===== src/rtl/car_pkg.sv =====
// Shared types and default parameters for the clock-and-reset block.
// Used by the clk1 sequencer and reusable by the other clock domains.
package car_pkg;

   typedef enum logic [2:0] {
      RESET = 3'd0,
      HOLD  = 3'd1,
      RUN   = 3'd2,
      DRAIN = 3'd3,
      GATED = 3'd4
   } car_ctrl_state_t;

   localparam int CAR_SYNC_STAGES = 2;
   localparam int CAR_RST_HOLD    = 8;
   localparam int CAR_IDLE_CYCLES = 16;
   localparam int CAR_CNT_W       = 8;

endpackage


===== src/rtl/car_ctrl_if.sv =====
// Request/status bundle between software gating logic and the clk1 sequencer.
// slave = sequencer side, master = requester side.
interface car_ctrl_if;

   logic       sw_rst_req;
   logic       gate_req;
   logic       busy;
   logic       en1;
   logic       rst_n_seq;
   logic       gate_ack;
   logic       auto_gated;
   logic [2:0] state_o;

   modport master (
      output sw_rst_req, gate_req, busy,
      input  en1, rst_n_seq, gate_ack, auto_gated, state_o
   );

   modport slave (
      input  sw_rst_req, gate_req, busy,
      output en1, rst_n_seq, gate_ack, auto_gated, state_o
   );

endinterface


===== src/rtl/car_rst_sync.sv =====
// Reset synchronizer: asserts asynchronously, releases after SYNC_STAGES edges.
// Clock-domain agnostic so the clk2 side can reuse it unchanged.
module car_rst_sync #(
   parameter int SYNC_STAGES = 2
) (
   input  logic clk,
   input  logic arst_n,
   output logic rst_n_sync
);

   logic [SYNC_STAGES-1:0] sync_reg;

   always_ff @(posedge clk or negedge arst_n) begin
      if (!arst_n) begin
         sync_reg <= '0;
      end else begin
         sync_reg <= {sync_reg[SYNC_STAGES-2:0], 1'b1};
      end
   end

   assign rst_n_sync = sync_reg[SYNC_STAGES-1];

endmodule


===== src/rtl/car_ctrl.sv =====
// clk1 clock-enable and reset sequencer driving the gate cell en1 and sequenced reset.
// Optional idle auto-gating is built in when CAR_CTRL_AUTO_GATE_EN is defined.
module car_ctrl
   import car_pkg::*;
#(
   parameter int SYNC_STAGES = CAR_SYNC_STAGES,
   parameter int RST_HOLD    = CAR_RST_HOLD,
   parameter int IDLE_CYCLES = CAR_IDLE_CYCLES,
   parameter int CNT_W       = CAR_CNT_W
) (
   input  logic      clk1,
   input  logic      rst_n1,
   car_ctrl_if.slave ctrl
);

   localparam logic [CNT_W-1:0] HOLD_LOAD = CNT_W'(RST_HOLD - 1);
   localparam logic [CNT_W-1:0] CNT_ONE   = CNT_W'(1);

   if (SYNC_STAGES < 2 || RST_HOLD < 1 || IDLE_CYCLES < 1 ||
       RST_HOLD > 2**CNT_W || IDLE_CYCLES > 2**CNT_W) begin : g_bad_params
      $error("car_ctrl: illegal parameter combination");
   end

   car_ctrl_state_t  state_reg, state_next;
   logic [CNT_W-1:0] cnt_reg, cnt_next;
   logic             en1_reg, en1_next;
   logic             rst_n_seq_reg, rst_n_seq_next;
   logic             gate_ack_reg, gate_ack_next;
   logic             rst_sync;

`ifdef CAR_CTRL_AUTO_GATE_EN
   localparam logic [CNT_W-1:0] IDLE_LAST = CNT_W'(IDLE_CYCLES - 1);
   logic auto_reg, auto_next;
`endif

   car_rst_sync #(
      .SYNC_STAGES (SYNC_STAGES)
   ) u_rst_sync (
      .clk        (clk1),
      .arst_n     (rst_n1),
      .rst_n_sync (rst_sync)
   );

   always_ff @(posedge clk1 or negedge rst_n1) begin
      if (!rst_n1) begin
         state_reg     <= RESET;
         cnt_reg       <= '0;
         en1_reg       <= 1'b1;
         rst_n_seq_reg <= 1'b0;
         gate_ack_reg  <= 1'b0;
      end else begin
         state_reg     <= state_next;
         cnt_reg       <= cnt_next;
         en1_reg       <= en1_next;
         rst_n_seq_reg <= rst_n_seq_next;
         gate_ack_reg  <= gate_ack_next;
      end
   end

`ifdef CAR_CTRL_AUTO_GATE_EN
   always_ff @(posedge clk1 or negedge rst_n1) begin
      if (!rst_n1) begin
         auto_reg <= 1'b0;
      end else begin
         auto_reg <= auto_next;
      end
   end
`endif

   // cnt_reg is shared: HOLD countdown, DRAIN idle samples, RUN idle timer.
   always_comb begin
      state_next = state_reg;
      cnt_next   = cnt_reg;
`ifdef CAR_CTRL_AUTO_GATE_EN
      auto_next  = auto_reg;
`endif
      case (state_reg)
         RESET: begin
            if (rst_sync) begin
               state_next = HOLD;
               cnt_next   = HOLD_LOAD;
            end
         end
         HOLD: begin
            if (ctrl.sw_rst_req) begin
               cnt_next = HOLD_LOAD;
            end else if (cnt_reg == '0) begin
               state_next = RUN;
            end else begin
               cnt_next = cnt_reg - CNT_ONE;
            end
         end
         RUN: begin
            if (ctrl.gate_req) begin
               state_next = DRAIN;
               cnt_next   = '0;
            end
`ifdef CAR_CTRL_AUTO_GATE_EN
            else if (ctrl.busy) begin
               cnt_next = '0;
            end else if (cnt_reg == IDLE_LAST) begin
               state_next = GATED;
               cnt_next   = '0;
               auto_next  = 1'b1;
            end else begin
               cnt_next = cnt_reg + CNT_ONE;
            end
`endif
         end
         DRAIN: begin
            if (!ctrl.gate_req) begin
               state_next = RUN;
               cnt_next   = '0;
            end else if (ctrl.busy) begin
               cnt_next = '0;
            end else if (cnt_reg != '0) begin
               state_next = GATED;
               cnt_next   = '0;
            end else begin
               cnt_next = CNT_ONE;
            end
         end
         GATED: begin
`ifdef CAR_CTRL_AUTO_GATE_EN
            if (auto_reg) begin
               if (ctrl.busy || ctrl.gate_req) begin
                  state_next = RUN;
                  auto_next  = 1'b0;
               end
            end else if (!ctrl.gate_req) begin
               state_next = RUN;
            end
`else
            if (!ctrl.gate_req) begin
               state_next = RUN;
            end
`endif
         end
         default: begin
            state_next = RESET;
            cnt_next   = '0;
         end
      endcase

      // Software reset overrides every gating decision made above.
      if (ctrl.sw_rst_req && (state_reg inside {RUN, DRAIN, GATED})) begin
         state_next = HOLD;
         cnt_next   = HOLD_LOAD;
`ifdef CAR_CTRL_AUTO_GATE_EN
         auto_next  = 1'b0;
`endif
      end

      en1_next       = (state_next != GATED);
      rst_n_seq_next = (state_next inside {RUN, DRAIN, GATED});
`ifdef CAR_CTRL_AUTO_GATE_EN
      gate_ack_next  = (state_next == GATED) && !auto_next;
`else
      gate_ack_next  = (state_next == GATED);
`endif
   end

   assign ctrl.en1       = en1_reg;
   assign ctrl.rst_n_seq = rst_n_seq_reg;
   assign ctrl.gate_ack  = gate_ack_reg;
   assign ctrl.state_o   = state_reg;
`ifdef CAR_CTRL_AUTO_GATE_EN
   assign ctrl.auto_gated = auto_reg;
`else
   assign ctrl.auto_gated = 1'b0;
`endif

endmodule


===== src/flat_wrapper.sv =====
// flat-port wrapper written by rule: the top's interface ports become plain ports
module car_ctrl_flat import car_pkg::*;
#(
   parameter int SYNC_STAGES = CAR_SYNC_STAGES,
   parameter int RST_HOLD    = CAR_RST_HOLD,
   parameter int IDLE_CYCLES = CAR_IDLE_CYCLES,
   parameter int CNT_W       = CAR_CNT_W
)
  (clk1, rst_n1, ctrl_sw_rst_req, ctrl_gate_req, ctrl_busy, ctrl_en1, ctrl_rst_n_seq, ctrl_gate_ack, ctrl_auto_gated, ctrl_state_o);
  car_ctrl_if ctrl_i ();
  input  logic clk1;
  input  logic rst_n1;
  input wire logic [$bits(ctrl_i.sw_rst_req)-1:0] ctrl_sw_rst_req;
  input wire logic [$bits(ctrl_i.gate_req)-1:0] ctrl_gate_req;
  input wire logic [$bits(ctrl_i.busy)-1:0] ctrl_busy;
  output wire logic [$bits(ctrl_i.en1)-1:0] ctrl_en1;
  output wire logic [$bits(ctrl_i.rst_n_seq)-1:0] ctrl_rst_n_seq;
  output wire logic [$bits(ctrl_i.gate_ack)-1:0] ctrl_gate_ack;
  output wire logic [$bits(ctrl_i.auto_gated)-1:0] ctrl_auto_gated;
  output wire logic [$bits(ctrl_i.state_o)-1:0] ctrl_state_o;
  assign ctrl_i.sw_rst_req = ctrl_sw_rst_req;
  assign ctrl_i.gate_req = ctrl_gate_req;
  assign ctrl_i.busy = ctrl_busy;
  assign ctrl_en1 = ctrl_i.en1;
  assign ctrl_rst_n_seq = ctrl_i.rst_n_seq;
  assign ctrl_gate_ack = ctrl_i.gate_ack;
  assign ctrl_auto_gated = ctrl_i.auto_gated;
  assign ctrl_state_o = ctrl_i.state_o;
  car_ctrl #(.SYNC_STAGES(SYNC_STAGES), .RST_HOLD(RST_HOLD), .IDLE_CYCLES(IDLE_CYCLES), .CNT_W(CNT_W)) u_core (.clk1(clk1), .rst_n1(rst_n1), .ctrl(ctrl_i));
endmodule

===== config.mk =====
export PLATFORM = sky130hd
export DESIGN_NAME = car_ctrl_flat
export DESIGN_NICKNAME = d
export VERILOG_FILES = /design/src/rtl/car_pkg.sv /design/src/rtl/car_ctrl_if.sv /design/src/rtl/car_rst_sync.sv /design/src/rtl/car_ctrl.sv /design/src/flat_wrapper.sv
export SDC_FILE = /design/constraint.sdc
export NUM_CORES = 1
export LEC_CHECK = 0
export ABC_AREA = 0
export CAP_MARGIN = 20
export CORE_ASPECT_RATIO = 0.5
export CORE_MARGIN = 2
export CORE_UTILIZATION = 35
export CTS_CLUSTER_DIAMETER = 100
export DETAILED_ROUTE_END_ITERATION = 8
export DONT_BUFFER_PORTS = 1
export GPL_TIMING_DRIVEN = 0
export SLEW_MARGIN = 20
export SYNTH_ARGS = -nofsm -noshare
export SYNTH_HDL_FRONTEND = slang
export SYNTH_HIERARCHICAL = 1
export SYNTH_SLANG_ARGS = --single-unit

===== constraint.sdc =====
create_clock -name clk1 -period 2.4 [get_ports clk1]
set_clock_uncertainty 0.2 [all_clocks]
set_input_delay 0.72 -clock clk1 [delete_from_list [all_inputs] [get_ports clk1]]
set_output_delay 0.72 -clock clk1 [all_outputs]
set_load 0.005 [all_outputs]

==> flow_summary_export.csv, run 1 <==
group,metric,value,unit
global_route,antenna_found_initial,0,
placement,port_buffers,0,
placement,place.gp.congestion,0.792,
floorplan,die_y,42.7,µm
sta,setup_viol,0,
clock_network,clock_sinks,16,
sta,max-slew-margin-rel,51.5,%
worst_setup_path,critPathMaxFanout,5,
synthesis,synth_top_cell_area_share,35.8,%
synthesis,synth_area_per_cell,9.11,µm²
synthesis,yosysMostFrequentCell,"dfrtp_1",
synthesis,ys_seq_elements,16,
power_and_ir_drop,power_leakage,0.501,nW
finish,drive_gt1_share,17.5,%
power_and_ir_drop,ir_drop,0.271,mV
synthesis,ys_seq_area_share,38.4,%
synthesis,syn_inst,115,
power_and_ir_drop,p_sw,0.000255,W
clock_network,post_cts_buffers,0,
floorplan,die_x,81.4,µm
sta,setup_tns,0,ns
power_and_ir_drop,clock_power_share,29.5,%
placement,dp_hpwl,1.63,mm
worst_setup_path,startpoint_type,"flop",
worst_setup_path,r2r-end,"u_core/cnt_reg[0]",
sta,timing.final.hold_violations,0,
run,cap_violations,0,
sta,finalCritPeriodShare,95.7,%
finish,fin_nets,127,
clock_network,root_buffer,"clkbuf_8",
power_and_ir_drop,internal_power,0.000553,W
clock_network,clk_path_buf_depth,2,
clock_network,cts_tree,"done",
worst_setup_path,worstSetupPathType,"reg2reg",
clock_network,cts_buffers,3,
synthesis,synth_edf_count,0,
worst_setup_path,critPathRequiredTime,2.39,ns
sta,rsz0062_at_grt,"no",
finish,post-route-util,43.3,%
finish,finalInstanceArea,0.00118,mm²
drt,final_antenna_net_count,0,
synthesis,syn-num-nets,121,
global_route,grt_pass1_wl,4.10,mm
clock_network,htreeDepth,1,
finish,area_delta_synth_final,12.4,%
drt,wl,2.31,mm
placement,dp.cells,152,
synthesis,ys.warnings.count,6,
worst_setup_path,worst_ep_arrival_time,2.29,ns
power_and_ir_drop,swShare,31.6,%
floorplan,design.die.area,0.00347,mm²
finish,largest_reg_flops,8,
finish,stdcell_count,157,
drt,drt_iter0_markers,75,
global_route,overflow,0,
synthesis,synthesis.area,0.00105,mm²
synthesis,synth_top_area_cell,"dfrtp_1",
sta,tightest_slew,0.726,ns
floorplan,pin_count,12,
sta,slew_viol_final,0,
drt,drt_drc_violations_left,0,
hold_path,min-delay-path-class,"in2async",
worst_setup_path,regToRegSetupSlack,0.10,ns
global_route,grt_max_degree,16,
power_and_ir_drop,power_density,686,mW/mm²
finish,n_antenna_cell,0,
global_route,track_usage,15.4,%
synthesis,ys_top_cells_by_count,"dfrtp_1, a21oi_1, inv_1, nor2_1",
synthesis,ys.flop_type,"dfrtp_1",
drt,routedWlPerCell,14.7,µm
status,status,"completed",
floorplan,rows,13,
sta,period_minus_slack,2.30,ns
worst_setup_path,worstSetupEndpointType,"flop",
power_and_ir_drop,power.share.combinational,30.2,%
clock_network,clk_pin_slew,0.06,ns
drt,routed-via-count,880,
floorplan,coreArea,0.00272,mm²
power_and_ir_drop,seq_power_share,40.3,%
synthesis,synthTopCellsByArea,"dfrtp_1, a21oi_1, mux2_4",
floorplan,initial_core_util,38.6,%
placement,place_area,0.00109,mm²
worst_setup_path,ff2ff_path_depth,6,
drt,via_per_inst,5.61,
worst_setup_path,timing.rr.start,"u_core/cnt_reg[0]",
sta,holdWs,0.106,ns
synthesis,async_flop_share,100,%
global_route,first_global_vias,837,
clock_network,insertion_delay,0.25,ns
sta,fmax,435,MHz
drt,dr.pass1.iters,4,
synthesis,ys_types,50,
[cells by family (layout without fill, tap and decap cells)]
logic type | after synthesis | count (layout) | share of synthesized area (%)
and+or+nand+nor | 40 | 40 | 24.4
AOI/OAI and AO/OA | 36 | 36 | 23.5
muxes | 4 | 4 | 4.90
DFF | 16 | 16 | 38.4
buffers and inverters | 16 | 21 | 6.93
other | 2 | 2 | 0.717
adders and majority gates | 1 | 1 | 1.19
[through the flow]
stage / setup WS, ns / power (W)
floorplan: 0.186 / 0.000514
global placement: 0.0290 / 0.000553
detailed placement: -0.0308 / 0.000556
CTS: 0.0102 / 0.000807
global route: 0.0118 / 0.000867
finish: 0.102 / 0.000808
[metal layers]
| layer | share of wire, % | wire, µm | vias up | global-route usage [%] |
|---|---|---|---|---|
| met5 | 0 | 0 | - | 0 |
| met4 | 1.3 | 31 | 0 | 5.08 |
| met3 | 3.6 | 84 | 4 | 3.83 |
| met2 | 43 | 996 | 18 | 22.5 |
| met1 | 52 | 1200 | 418 | 22.3 |
| li1 | - | - | 440 | - |
[layout by cell type (no fill, tap or decap), types with 3 or more instances in the layout]
| master | instances |
|---|---|
| a21oi_1 | 10 |
| dfrtp_1 | 15 |
| buf_2 | 3 |
| nand2_1 | 3 |
| clkbuf_1 | 4 |
| nor4_1 | 4 |
| nor2_1 | 6 |
| nor3b_1 | 3 |
| clkbuf_8 | 4 |
| nand2b_1 | 4 |
| inv_1 | 6 |
| o21ai_0 | 4 |
| nor3_1 | 4 |
[timing repair]
action                                 4_1_cts  5_1_grt
hold buffers                                 1        0
gates cloned                                 0        0
endpoints found under the hold margin       15        0
resized for setup                            1        3
pin swaps                                    0        1
setup endpoints to repair                    1        2
[area by class of cell]
class                      instances  area (µm²)
multi-input combinational         83         588
inverter                           6        22.5
buffer                            10        53.8
tap                               37        46.3
sequential                        16         402
timing repair buffer               1        10.0
clock buffer                       4        55.1
fill                             251        1540
[how the worst max path moves through the flow]
| stage | start | to | slack (ns) | cells after the start |
|---|---|---|---|---|
| after detailed placement | u_core/cnt_reg[0] | u_core/ctrl.rst_n_seq | -0.03 | 7 |
| after CTS | u_core/cnt_reg[0] | u_core/cnt_reg[0] | 0.01 | 7 |
| final | u_core/cnt_reg[0] | u_core/cnt_reg[0] | 0.10 | 6 |
| after global placement | u_core/cnt_reg[0] | u_core/ctrl.rst_n_seq | 0.03 | 7 |
| after floorplan | ctrl_sw_rst_req | u_core/cnt_reg[0] | 0.19 | 5 |
| after global routing | u_core/ctrl.state_o[1] | u_core/cnt_reg[0] | 0.01 | 6 |
[critical path, stage by stage (launching register included)]
cell      delay (ns)
dfrtp_1         0.41
inv_1           0.09
ha_2            0.22
or4b_4          0.52
or4_4           0.56
o211ai_2        0.08
mux2_4          0.15
[power groups by stage]
stage	registers, W	logic, W	clock network, W
5_1_grt	0.000330	0.000275	0.000261
6_report	0.000326	0.000244	0.000238
2_1_floorplan	0.000323	0.000191	0
4_1_cts	0.000326	0.000236	0.000246
3_3_place_gp	0.000331	0.000223	0
3_5_place_dp	0.000330	0.000226	0
Power figures use the tool's default switching activity.
==> run 2, diff against run 1 <==
HOLD_SLACK_MARGIN = 0.02   (was default)
SKIP_LAST_GASP = 1   (was default)
==> results of run 2 <==
The final DEF is identical to that of run 1; final timing and power are the same.
